**config.mk**
```make
export PLATFORM = sky130hd
export DESIGN_NAME = fft_addr_gen
export DESIGN_NICKNAME = d
export VERILOG_FILES = /design/src/rtl/fft_pkg.sv /design/src/rtl/fft_wb_delay.sv /design/src/rtl/fft_addr_gen.sv
export SDC_FILE = /design/constraint.sdc
export NUM_CORES = 1
export LEC_CHECK = 0
export CORE_AREA = 2 2 106 160
export DETAILED_ROUTE_END_ITERATION = 8
export DIE_AREA = 0 0 108 162
export HOLD_SLACK_MARGIN = 0.08
export PLACE_DENSITY = 0.58
export SLEW_MARGIN = 10
export SYNTH_ARGS = -nofsm -noshare
export SYNTH_HDL_FRONTEND = slang
export SYNTH_SLANG_ARGS = --single-unit
```
**constraint.sdc**
```tcl
create_clock -name clk -period 16.1 [get_ports clk]
set_input_delay 3.22 -clock clk [delete_from_list [all_inputs] [get_ports clk]]
set_output_delay 3.22 -clock clk [all_outputs]
set_load 0.005 [all_outputs]
```
**src/rtl/fft_pkg.sv**
```systemverilog
// Shared types and helpers for the radix-2 DIF FFT address generator.
// Stage count L is derived from the 3-bit point configuration (N = 2^(cfg+3)).
package fft_pkg;

  typedef enum logic [1:0] {
    ST_IDLE,
    ST_RUN,
    ST_DRAIN,
    ST_DONE
  } state_t;

  localparam int ADDR_W_DEFAULT = 10;
  localparam int MAX_LOG2N      = 10;

  function automatic logic [3:0] cfg_to_log2n(input logic [2:0] cfg);
    return {1'b0, cfg} + 4'd3;
  endfunction

endpackage

```
**src/rtl/fft_wb_delay.sv**
```systemverilog
// Fixed-depth shift register that turns read-issue {valid, top, bot} into
// write-back addresses DEPTH cycles later; shifts every cycle, stall or not.
module fft_wb_delay #(
  parameter int DEPTH  = 3,
  parameter int ADDR_W = 10
) (
  input  logic              clk,
  input  logic              srst,
  input  logic              in_valid,
  input  logic [ADDR_W-1:0] in_top,
  input  logic [ADDR_W-1:0] in_bot,
  output logic              out_valid,
  output logic [ADDR_W-1:0] out_top,
  output logic [ADDR_W-1:0] out_bot
);

  localparam int W = 1 + 2 * ADDR_W;

  logic [W-1:0] head;
  assign head = {in_valid, in_top, in_bot};

  genvar gi;
  generate
    for (gi = 0; gi < DEPTH; gi++) begin : g_stage
      logic [W-1:0] stage_in;
      logic [W-1:0] data_reg;

      if (gi == 0) begin : g_head
        assign stage_in = head;
      end else begin : g_tail
        assign stage_in = g_stage[gi-1].data_reg;
      end

      always_ff @(posedge clk) begin
        if (srst) begin
          data_reg <= '0;
        end else begin
          data_reg <= stage_in;
        end
      end
    end
  endgenerate

  assign {out_valid, out_top, out_bot} = g_stage[DEPTH-1].data_reg;

endmodule

```
**src/rtl/fft_addr_gen.sv**
```systemverilog
// Radix-2 DIF butterfly address generator: one read pair + twiddle per cycle,
// delayed write-back pair, ping-pong bank flip after each fully drained stage.
module fft_addr_gen
  import fft_pkg::*;
#(
  parameter int BF_LATENCY = 3,
  parameter int ADDR_W     = ADDR_W_DEFAULT
) (
  input  logic              clk,
  input  logic              i_reset,
  input  logic              i_start,
  input  logic [2:0]        i_point_configuration,
  input  logic              i_stall,
  output logic              o_busy,
  output logic              o_rd_valid,
  output logic              o_rd_bank,
  output logic [ADDR_W-1:0] o_rd_addr_top,
  output logic [ADDR_W-1:0] o_rd_addr_bot,
  output logic [ADDR_W-2:0] o_twiddle_idx,
  output logic              o_wr_valid,
  output logic              o_wr_bank,
  output logic [ADDR_W-1:0] o_wr_addr_top,
  output logic [ADDR_W-1:0] o_wr_addr_bot,
  output logic [3:0]        o_stage,
  output logic              o_stage_done,
  output logic              o_fft_done
);

  localparam logic [3:0] DRAIN_LAST = 4'(BF_LATENCY - 1);

  state_t            state_reg, state_next;
  logic [ADDR_W-2:0] j_reg, j_next;
  logic [3:0]        s_reg, s_next;
  logic [3:0]        l_reg, l_next;
  logic [3:0]        drain_reg, drain_next;
  logic              bank_reg, bank_next;

  logic              in_run;
  logic              rd_valid;
  logic              last_j;
  logic              last_drain;
  logic [3:0]        log2h;
  logic [ADDR_W-1:0] j_ext, h_val, half_n, low_full, top_c, bot_c;

  // Butterfly geometry: h = N >> (s+1) = 2^(L-1-s); j splits into group and offset.
  always_comb begin
    log2h    = l_reg - 4'd1 - s_reg;
    j_ext    = {1'b0, j_reg};
    h_val    = ADDR_W'(1) << log2h;
    half_n   = ADDR_W'(1) << (l_reg - 4'd1);
    low_full = j_ext & (h_val - ADDR_W'(1));
    top_c    = ((j_ext >> log2h) << (log2h + 4'd1)) | low_full;
    bot_c    = top_c + h_val;
  end

  assign in_run     = (state_reg == ST_RUN);
  assign rd_valid   = in_run && !i_stall;
  assign last_j     = (j_ext == half_n - ADDR_W'(1));
  assign last_drain = (state_reg == ST_DRAIN) && (drain_reg == DRAIN_LAST);

  always_ff @(posedge clk) begin
    if (i_reset) begin
      state_reg <= ST_IDLE;
      j_reg     <= '0;
      s_reg     <= '0;
      l_reg     <= '0;
      drain_reg <= '0;
      bank_reg  <= 1'b0;
    end else begin
      state_reg <= state_next;
      j_reg     <= j_next;
      s_reg     <= s_next;
      l_reg     <= l_next;
      drain_reg <= drain_next;
      bank_reg  <= bank_next;
    end
  end

  always_comb begin
    state_next = state_reg;
    j_next     = j_reg;
    s_next     = s_reg;
    l_next     = l_reg;
    drain_next = drain_reg;
    bank_next  = bank_reg;
    case (state_reg)
      ST_IDLE: begin
        if (i_start) begin
          state_next = ST_RUN;
          l_next     = cfg_to_log2n(i_point_configuration);
          s_next     = '0;
          j_next     = '0;
          drain_next = '0;
          bank_next  = 1'b0;
        end
      end
      ST_RUN: begin
        if (!i_stall) begin
          if (last_j) begin
            j_next     = '0;
            drain_next = '0;
            state_next = ST_DRAIN;
          end else begin
            j_next = j_reg + 1'b1;
          end
        end
      end
      ST_DRAIN: begin
        if (last_drain) begin
          drain_next = '0;
          bank_next  = ~bank_reg;
          if (s_reg == l_reg - 4'd1) begin
            state_next = ST_DONE;
          end else begin
            s_next     = s_reg + 4'd1;
            state_next = ST_RUN;
          end
        end else begin
          drain_next = drain_reg + 4'd1;
        end
      end
      ST_DONE: begin
        state_next = ST_IDLE;
      end
      default: begin
        state_next = ST_IDLE;
      end
    endcase
  end

  assign o_busy        = (state_reg != ST_IDLE);
  assign o_rd_valid    = rd_valid;
  assign o_rd_bank     = bank_reg;
  assign o_rd_addr_top = in_run ? top_c : '0;
  assign o_rd_addr_bot = in_run ? bot_c : '0;
  assign o_twiddle_idx = in_run ? (ADDR_W-1)'(low_full << s_reg) : '0;
  assign o_wr_bank     = ~bank_reg;
  assign o_stage       = s_reg;
  assign o_stage_done  = last_drain;
  assign o_fft_done    = (state_reg == ST_DONE);

  fft_wb_delay #(
    .DEPTH  (BF_LATENCY),
    .ADDR_W (ADDR_W)
  ) u_wb_delay (
    .clk       (clk),
    .srst      (i_reset),
    .in_valid  (rd_valid),
    .in_top    (o_rd_addr_top),
    .in_bot    (o_rd_addr_bot),
    .out_valid (o_wr_valid),
    .out_top   (o_wr_addr_top),
    .out_bot   (o_wr_addr_bot)
  );

endmodule

```
==> metrics.md <==
| Metric | Value |
|---|---|
| Status | `finished clean` |
| Drt first pass iters | `4` |
| Ant diodes | `0` |
| Cell mode on critical path | `ha_1` |
| Post-synthesis sequential area ratio | `0.3139` |
| DRC viols | `0` |
| # Max-Cap Violations | `0` |
| Ys async rst share | `0` |
| R2r setup slk | `9.88 ns` |
| R2R Path Start | `l_reg[0]` |
| Hold Path Depth | `1` |
| CTS H-tree lvls | `3` |
| Initial Utilization | `0.3457` |
| Layout cells sized above 1 | `0.07003` |
| Critical path type | `register to primary output` |
| Chip width | `~110 um` |
| Area of the multi-input gates | `between 3000 and 4000 um2` |
| Clk_lat worst skew | `between 0.3 and 0.4 ns` |
| TritonCTS clock tree | `done` |
| Fin. Hold Viols | `0` |
| Main combinational cell family by area after synthesis | `simple AND/OR/NAND/NOR gates` |
| Commonest cells after routing, fill and taps aside | `dfxtp_1 (87), nor2_1 (75), clkdlybuf4s50_1 (65)` |
| Crit path buf inv count | `3` |
| Post-cts hold buffer count | `0` |
| Area growth, synth to finish | `19.01%` |
| Nets@finish | `749` |
| Synthesized area | `5548 um2` |
| Postcts setup bufs | `0` |
| Crit path max-delay family | `compound AO/OA/AOI/OAI gates` |
| Post-synthesis mux area share | `0.05255` |
| Worst Tran Pin Value | `a little under 0.9 ns` |
| Final GP Congestion | `0.9091` |
| Final setup skew | `approximately 0.013 ns` |
| Critical Path, Cell by Cell | `inv_1 -> ha_1 -> xnor2_1 -> inv_1 -> ha_1 -> a21oi_1 -> nand2_1 -> xnor2_2 -> nor2_1 -> nand2_1 -> ha_1 -> nor3b_1 -> o21ai_1 -> o21ai_0 -> ha_1 -> a21oi_1 -> o21bai_1 -> a2111oi_0 -> o31ai_1 -> xor2_1 -> xnor2_1 -> nor2_1 -> clkdlybuf4s50_1` |
| Clk root buf | `clkbuf_16` |
| Largest net degree at the start of global routing | `70` |
| Max FO, Critical Path | `17` |
| Number of synthesized flops with an enable pin | `0` |
| DR vias/cell | `5.359` |
| Max reg flops | `between 60 and 70` |
| Fin util | `0.4115` |
| WP data required | `12.88 ns` |
| Register Area | `1742 um2` |
| Max Clock Freq | `between 90 and 100 MHz` |
| RSZ-0062 raised after global routing | `no` |
| FF-to-FF End | `u_wb_delay.g_stage[0].data_reg[9]` |
| Initial antenna violation count | `0` |
| ANT nets after route | `0` |
| First-pass GRT wire length | `approximately 25000 um` |
| Hold Path End | `u_wb_delay.g_stage[1].data_reg[19]` |
| Nets in the synthesized netlist | `711` |
| Hold Startpoint | `u_wb_delay.g_stage[0].data_reg[19]` |
| Final setup fails | `0` |
| Slew headroom | `0.4081` |
| Row count | `57` |
| XOR/XNOR Fraction of Synth Area | `0.07014` |
| Grt ovf | `0` |
| Lkg Pwr | `between 0.002 and 0.003 uW` |
| Critical path endpoint category | `primary output` |
| Core outline area | `16050 um2` |
| Post-synthesis cell type count | `77` |
| Final min period | `10.17 ns` |
| Synth Register Bits | `87` |
| Commonest non-fill, non-tap cell in the layout | `dfxtp_1` |
| Total CTS buffers | `9` |
| Port Buffers | `66` |
| Starting DRC count in detailed routing | `~290` |
| Largest stage delay on the critical path | `roughly 0.67 ns` |
| Avg Synthesized Cell Area | `8.268 um2` |
| Slowest cell on crit path | `xnor2_2` |
| Complex-gate fraction of the synthesized area | `0.1883` |
| Crit path DAT | `between 6 and 7 ns` |
| Hold crit path type | `register to register` |
| Setup Total Neg Slack | `0 ns` |
| Total Routing Usage GR | `0.1842` |
| Adder-Cell Fraction of Synth Area | `0.07713` |
| Vias in the first global route | `4865` |
| Fillers | `~1700` |
| I/O pin cnt | `67` |
| Post-CTS sizing | `0` |
| Final slew viol count | `0` |
| Total number of vias | `4930` |
| Post-DP HPWL | `11890 um` |
| Post-synthesis simple-gate area fraction | `0.2402` |
| Main synth FF type | `dfxtp_1` |
| Warnings from Yosys | `0` |
| Crit path launch type | `register` |
| Maximum buffer depth of the clock tree | `2` |
| Final WL | `15710 um` |
| Worst reg2reg path depth | `22` |
| Die area | `17500 um2` |
| Clk sinks | `87` |
| Die height | `around 160 um` |
| Pwr Density | `approximately 100 nW/um2` |
| Clock Pin Slew Worst Setup and Hold Paths | `0.07 ns` |
| Peak supply drop | `between 0.04 and 0.05 mV` |
| Post-Synthesis Cells | `671` |
| Wire per inst | `between 15 and 20 um` |
| Final period util | `0.6317` |
==> routing by layer <==
layer  track usage  part of all wire  up-vias
met5             0                 0        -
met4       0.09091             0.040        0
met3       0.02608             0.032       34
met2        0.3548              0.55      140
met1        0.1891              0.38     2338
li1              -                 -     2418
==> cell usage after synthesis (all sizes together), types with 12 or more instances <==
| master | instances | area [um2] |
|---|---|---|
| xnor2 | 26 | 261.5 |
| dfxtp | 87 | 1742 |
| nand2 | 40 | 152.6 |
| o21ai | 29 | 145.1 |
| a21oi | 26 | 133.9 |
| inv | 37 | 138.9 |
| nor2b | 53 | 331.6 |
| clkbuf | 34 | 127.6 |
| nor2 | 75 | 281.5 |
| xor2 | 12 | 105.1 |
| nor3 | 25 | 136.4 |
| ha | 31 | 387.9 |
==> per-stage QoR <==
stage | total power (uW) | cell area (um2) | setup WS [ns] | hold WS [ns] | instances
after floorplan | 384.0 | 5548 | 7.742 | 0.4138 | 671
after global placement | 442.9 | 6310 | 6.556 | 0.4153 | 904
after detailed placement | 444.1 | 6310 | 6.345 | 0.4223 | 904
after CTS | 651.6 | 6603 | 5.955 | 0.4325 | 920
after global routing | 682.3 | 6603 | 5.285 | 0.4471 | 920
final | 644.7 | 6603 | 5.929 | 0.4292 | 920
==> power breakdown <==
| part | internal [uW] | switching, uW |
|---|---|---|
| clock network | 108 | 95.9 |
| registers | 222 | 5.41 |
| logic | 81.8 | 131 |
| total | 412 | 232 |
==> cell type report <==
cell class	count	share of cell area
Multi-Input combinational cell	503	0.5280
Sequential cell	87	0.2638
Timing Repair Buffer	69	0.1027
Clock buffer	9	0.03411
Clock inverter	7	0.01023
Inverter	39	0.02217
Tap cell	206	0.03904
==> cells by family after synthesis <==
kind of cell	count (synthesis)
mux	23
xor+xnor	39
simple gates	261
fa+ha+maj	33
flops	87
compound gates	147
buf+inv	81
==> worst max path at each step <==
stage	slack (ns)	to	start	cells past startpoint
floorplan	7.74	o_rd_addr_bot[9]	l_reg[0]	19
global placement	6.56	o_rd_addr_bot[9]	l_reg[0]	19
detailed placement	6.35	o_rd_addr_bot[9]	l_reg[0]	23
CTS	5.96	o_rd_addr_bot[9]	l_reg[0]	19
global route	5.29	o_rd_addr_bot[9]	l_reg[0]	23
finish	5.93	o_rd_addr_bot[9]	l_reg[0]	23
==> worst register-to-register path, stage by stage, from the launching register on <==
cell	delay, ns
dfxtp_1	0.49
inv_1	0.14
ha_1	0.28
xnor2_1	0.30
inv_1	0.09
ha_1	0.39
a21oi_1	0.25
nand2_1	0.15
xnor2_2	0.67
nor2_1	0.16
nand2_1	0.17
ha_1	0.31
nor3b_1	0.10
o21ai_1	0.37
o21ai_0	0.23
ha_1	0.37
a21oi_1	0.22
o21bai_1	0.11
a2111oi_0	0.62
o31ai_1	0.21
xor2_1	0.21
xnor2_1	0.19
nor2_1	0.07
(Power assumes the default switching activity.)
